File: config.mk
export PLATFORM = sky130hd
export DESIGN_NAME = bcd_display_scheduler
export DESIGN_NICKNAME = d
export VERILOG_FILES = /design/src/rtl/bcd_display_scheduler.sv
export SDC_FILE = /design/constraint.sdc
export NUM_CORES = 1
export LEC_CHECK = 0
export BUFFER_PORTS_ARGS = -buffer_cell sky130_fd_sc_hd__buf_4
export CAP_MARGIN = 20
export CELL_PAD_IN_SITES_DETAIL_PLACEMENT = 1
export CELL_PAD_IN_SITES_GLOBAL_PLACEMENT = 2
export CORE_ASPECT_RATIO = 1.25
export CORE_MARGIN = 10
export CORE_UTILIZATION = 34
export CTS_BUF_LIST = sky130_fd_sc_hd__clkbuf_4
export CTS_CLUSTER_DIAMETER = 200
export DETAILED_ROUTE_END_ITERATION = 10
export MAX_ROUTING_LAYER = met4
export PLACE_DENSITY = 0.82
export SLEW_MARGIN = 20
export SYNTH_ARGS = -nofsm -noshare
export SYNTH_HDL_FRONTEND = slang
export SYNTH_SLANG_ARGS = --single-unit
File: constraint.sdc
create_clock -name clk -period 1.8 [get_ports clk]
set_input_delay 0.18 -clock clk [delete_from_list [all_inputs] [get_ports clk]]
set_output_delay 0.18 -clock clk [all_outputs]
set_load 0.005 [all_outputs]
File: src/rtl/bcd_display_scheduler.sv
// bcd_display_scheduler
// Shares one external 6-bit binary-to-BCD converter between a score (A) and a
// countdown timer (B). Every sample tick both values are snapshotted and run
// through the converter back to back. The four captured BCD digits are
// scanned onto a 4-digit common-anode display (active-low anodes).
module bcd_display_scheduler #(
  parameter int SCAN_DIV   = 100000,
  parameter int SAMPLE_DIV = 5000000,
  parameter bit BLANK_LZ   = 1'b1
) (
  input  logic       clk,
  input  logic       rst,
  input  logic [5:0] val_a,
  input  logic [5:0] val_b,
  input  logic       freeze,
  output logic [5:0] conv_bin,
  input  logic [3:0] conv_ones,
  input  logic [3:0] conv_tens,
  output logic       busy,
  output logic       upd_done,
  output logic [3:0] an,
  output logic [3:0] digit
);

  localparam int SAMPLE_W = (SAMPLE_DIV > 1) ? $clog2(SAMPLE_DIV) : 1;
  localparam int SCAN_W   = (SCAN_DIV > 1) ? $clog2(SCAN_DIV) : 1;
  localparam logic [SAMPLE_W-1:0] SAMPLE_LAST = SAMPLE_W'(SAMPLE_DIV - 1);
  localparam logic [SCAN_W-1:0]   SCAN_LAST   = SCAN_W'(SCAN_DIV - 1);

  typedef enum logic [1:0] {
    IDLE  = 2'd0,
    CAP_A = 2'd1,
    CAP_B = 2'd2
  } state_t;

  state_t              state_q, state_d;
  logic [5:0]          conv_bin_q, conv_bin_d;
  logic [5:0]          snap_b_q, snap_b_d;
  logic                busy_q, busy_d;
  logic                upd_done_q, upd_done_d;
  logic [7:0]          bcd_a_q, bcd_a_d;
  logic [7:0]          bcd_b_q, bcd_b_d;
  logic [SAMPLE_W-1:0] sample_cnt_q, sample_cnt_d;
  logic [SCAN_W-1:0]   scan_cnt_q, scan_cnt_d;
  logic [1:0]          idx_q, idx_d;
  logic [3:0]          an_q, an_d;
  logic [3:0]          digit_q, digit_d;
  logic                tick;
  logic                scan_wrap;

  // A tens digit is suppressed only when leading-zero blanking is enabled.
  function automatic logic blank_tens(input logic [3:0] tens);
    return BLANK_LZ && (tens == 4'h0);
  endfunction

  // Free-running sample and scan dividers; idx steps once per scan period.
  always_comb begin
    tick         = (sample_cnt_q == SAMPLE_LAST);
    sample_cnt_d = tick ? '0 : sample_cnt_q + SAMPLE_W'(1);
    scan_wrap    = (scan_cnt_q == SCAN_LAST);
    scan_cnt_d   = scan_wrap ? '0 : scan_cnt_q + SCAN_W'(1);
    idx_d        = scan_wrap ? idx_q + 2'd1 : idx_q;
  end

  // Conversion round sequencing: A goes through the converter, then B.
  always_comb begin
    state_d    = state_q;
    conv_bin_d = conv_bin_q;
    snap_b_d   = snap_b_q;
    busy_d     = busy_q;
    upd_done_d = 1'b0;
    bcd_a_d    = bcd_a_q;
    bcd_b_d    = bcd_b_q;
    case (state_q)
      IDLE: begin
        // A tick seen while frozen is simply lost; it is never queued.
        if (tick && !freeze) begin
          snap_b_d   = val_b;
          conv_bin_d = val_a;
          busy_d     = 1'b1;
          state_d    = CAP_A;
        end
      end
      CAP_A: begin
        bcd_a_d    = {conv_tens, conv_ones};
        conv_bin_d = snap_b_q;
        state_d    = CAP_B;
      end
      CAP_B: begin
        bcd_b_d    = {conv_tens, conv_ones};
        busy_d     = 1'b0;
        upd_done_d = 1'b1;
        state_d    = IDLE;
      end
      default: begin
        busy_d  = 1'b0;
        state_d = IDLE;
      end
    endcase
  end

  // Digit scan: pick anode and digit for the current idx, with blanking.
  always_comb begin
    an_d    = 4'b1110;
    digit_d = bcd_b_q[3:0];
    case (idx_q)
      2'd0: begin
        an_d    = 4'b1110;
        digit_d = bcd_b_q[3:0];
      end
      2'd1: begin
        an_d    = 4'b1101;
        digit_d = bcd_b_q[7:4];
        if (blank_tens(bcd_b_q[7:4])) begin
          an_d    = 4'b1111;
          digit_d = 4'hF;
        end
      end
      2'd2: begin
        an_d    = 4'b1011;
        digit_d = bcd_a_q[3:0];
      end
      default: begin
        an_d    = 4'b0111;
        digit_d = bcd_a_q[7:4];
        if (blank_tens(bcd_a_q[7:4])) begin
          an_d    = 4'b1111;
          digit_d = 4'hF;
        end
      end
    endcase
  end

  // State, counters, captured digits and display outputs.
  always_ff @(posedge clk) begin
    if (rst) begin
      state_q      <= IDLE;
      conv_bin_q   <= '0;
      busy_q       <= 1'b0;
      upd_done_q   <= 1'b0;
      bcd_a_q      <= '0;
      bcd_b_q      <= '0;
      sample_cnt_q <= '0;
      scan_cnt_q   <= '0;
      idx_q        <= '0;
      an_q         <= 4'b1110;
      digit_q      <= 4'h0;
    end else begin
      state_q      <= state_d;
      conv_bin_q   <= conv_bin_d;
      busy_q       <= busy_d;
      upd_done_q   <= upd_done_d;
      bcd_a_q      <= bcd_a_d;
      bcd_b_q      <= bcd_b_d;
      sample_cnt_q <= sample_cnt_d;
      scan_cnt_q   <= scan_cnt_d;
      idx_q        <= idx_d;
      an_q         <= an_d;
      digit_q      <= digit_d;
    end
  end

  // B snapshot is pure data and is only consumed after being loaded in IDLE.
  always_ff @(posedge clk) begin
    snap_b_q <= snap_b_d;
  end

  assign conv_bin = conv_bin_q;
  assign busy     = busy_q;
  assign upd_done = upd_done_q;
  assign an       = an_q;
  assign digit    = digit_q;

endmodule

==> impl_metrics.json <==
{
  "status": "finished clean",
  "die_w_um": 110,
  "drt_wl_total_um": 8850,
  "critPathKind": "flop to flop",
  "htree_num_levels": 3,
  "layout_commonest_cell": "dfxtp_1",
  "r2r-end": "snap_b_q[5]",
  "async_reset_ff_share_pct": 0,
  "crit_path_start_kind": "flop",
  "hp-start": "val_a[1]",
  "setup_viol": 0,
  "seq_area_frac_synth_pct": 49.3,
  "hold_viol": 0,
  "clock-sinks": 82,
  "power_leakage_nw": 1.59,
  "worstSkewPairLatency_ns": 0.44,
  "wl_per_cell_um": 15.2,
  "cts_buffers": 9,
  "grt_pass1_vias": 3142,
  "clockRootBuffer": "clkbuf_4",
  "ioPinCount": 39,
  "ctsLongestPathBuffers": 2,
  "crit_buf_inv": 1,
  "routedLengthMet1_um": 4020,
  "min_to": "conv_bin[1]",
  "crit_slowest_cell": "or4_1",
  "r2r_cells": 5,
  "yosys.area.top_type": "dfxtp_1",
  "yosys.area.top_type_share_pct": 44.1,
  "fmax_mhz": 578,
  "pre_cts_slack_ns": 0.0427,
  "finalClockSkew_ns": 0.0195,
  "place_hpwl_um": 6260,
  "drive_gt1_share_pct": 22.1,
  "required_ns": 1.95,
  "place.port_buffers": 38,
  "ir_drop_mv": 0.325,
  "power_mw": 3.09,
  "synth-seq-cells": 82,
  "core_mm2": 0.0100,
  "viasPerCell": 5.13,
  "ys_types": 52,
  "path_max_fanout": 9,
  "fin_crit_sh_pct": 96.0,
  "syn2layout_area_growth_pct": 26.0,
  "synth_top_flop_cell": "dfxtp_1",
  "num_vias": 2980,
  "grt_pass1_wl_um": 15300,
  "initial_utilization_pct": 34.5,
  "cts_tree": "built",
  "nets": 477,
  "die_area_mm2": 0.0146,
  "synthCells": 372,
  "die_y_um": 133,
  "worstMarginPinSlew_ns": 0.492,
  "drt-initial-drc-count": 84,
  "setup_ws_ns": 0.0713,
  "overflow": 0,
  "place_congestion": 0.842,
  "drv_cap": 0,
  "fin_util_pct": 43.5,
  "layout_common_cells": "dfxtp_1, buf_4, nand2_1",
  "antenna_found_initial": 0,
  "highest_layer": "met4",
  "cp_top_family": "simple AND/OR/NAND/NOR gates",
  "r2r-start": "sample_cnt_q[1]",
  "num_rows": 41,
  "clk_pin_slew_ns": 0.13,
  "hold_class": "primary input to flop",
  "hold_depth": 3,
  "syn_nets": 402,
  "yosys_warnings": 0,
  "num_antenna_cells": 0,
  "power.density_mw_per_mm2": 709,
  "netlist_top_cells_area": "dfxtp_1, edfxtp_1, nand2_1",
  "synth_edf_count": 6,
  "post-route-drc-count": 0,
  "crit_chain": "ha_2 > nand2_1 > or4_1 > buf_4 > nor2_4",
  "slew_headroom_pct": 67.2,
  "period_minus_slack_ns": 1.73,
  "wl_met3_um": 339,
  "grt_util_all_layers_pct": 13.1,
  "synth_area_per_cell_um2": 9.28,
  "rrSetupSlack_ns": 0.07,
  "slew_viol_final": 0,
  "grt_max_degree": 39,
  "max_stage_delay_ns": 0.47,
  "endpoint_kind": "flop",
  "dr.pass1.iters": 6,
  "drtAntennaViolNets": 0,
  "met2_length_um": 4340,
  "synthesis.area_mm2": 0.00345,
  "worstPathArrival_ns": 1.88
}
[tightest hold or removal path, delay by kind of cell]
family | cells | cell delay (ns)
buffers and inverters | 1 | 0.11
AND/OR/NAND/NOR | 1 | 0.06
AO/OA/AOI/OAI | 1 | 0.09
[state kept, by name, indices dropped and copies added (netlist names), 2 cells and up]
name,count
snap_b_q,6
state_q,2
sample_cnt_q,23
bcd_b_q,8
bcd_a_q,8
scan_cnt_q,17
conv_bin,6
an,4
idx_q,2
digit,4
[how the worst max path moves through the flow]
stage,slack (ns),end,depth (start not counted),from
after floorplan,0.02,snap_b_q[0],5,sample_cnt_q[0]
after global placement,0.07,snap_b_q[1],5,sample_cnt_q[0]
after detailed placement,0.04,snap_b_q[0],5,sample_cnt_q[0]
after CTS,0.02,snap_b_q[4],5,sample_cnt_q[0]
after global routing,-0.01,snap_b_q[3],5,sample_cnt_q[1]
final,0.07,snap_b_q[5],5,sample_cnt_q[1]
[power breakdown]
part	switching, mW	internal, mW
registers	0.00889	1.85
logic	0.0652	0.0824
clock network	0.652	0.430
total	0.726	2.36
[area by class of cell]
type	count	area (um2)
repair buffers	82	671
clock inverters	6	58.8
multi-input cells	265	1660
inverters	7	26.3
fillers	1194	5650
well taps	129	161
clock buffers	10	75.1
flip-flops and latches	82	1700
[metal layers]
metal	GRT usage (%)	vias to the layer above
met3	2.58	12
met5	-	-
met1	15.5	1440
li1	-	1490
met4	6.01	0
met2	20.9	38
[repair_timing]
| item | in CTS | in global routing |
|---|---|---|
| hold buffers | 17 | 0 |
| setup endpoints to repair | 0 | 21 |
| hold endpoints to repair | 25 | 0 |
| setup buffers | 0 | 1 |
| gates resized for setup | 0 | 3 |
[cell families (layout without fill, tap and decap cells)]
family                   count (synthesis)  in the layout  synth area share, %
AO/OA/AOI/OAI                           67             67                 12.1
buffers and inverters                   25            105                 3.15
AND/OR/NAND/NOR                        167            167                 26.8
XOR/XNOR                                23             23                 5.83
multiplexers                             1              1                0.290
adder cells (fa/ha/maj)                  7              7                 2.54
flip-flops                              82             82                 49.3
[Yosys cell counts (3+ instances only)]
master,n
and4_1,4
o21ai_1,6
a222oi_1,4
clkbuf_1,11
nor3_1,4
nand3_1,10
or3_1,8
a311oi_1,6
edfxtp_1,6
or4_1,5
dfxtp_1,76
nand2b_1,4
buf_2,3
xnor2_1,5
o21ai_0,8
xor2_1,18
nand4_1,19
a21oi_1,30
buf_4,3
inv_1,7
and2_1,4
o31ai_1,5
ha_1,7
nor2_1,42
nand2_1,42
a211oi_1,4
[through the flow]
stage,hold slack [ns],cells,cell area (um2),TNS (ns)
2_1_floorplan,0.279,372,3460,0
3_3_place_gp,0.360,547,4040,0
3_5_place_dp,0.360,547,4040,0
4_1_cts,0.000252,580,4340,0
5_1_grt,-0.00167,581,4350,-0.0741
6_report,0.0354,581,4350,0
(Power assumes the default switching activity.)
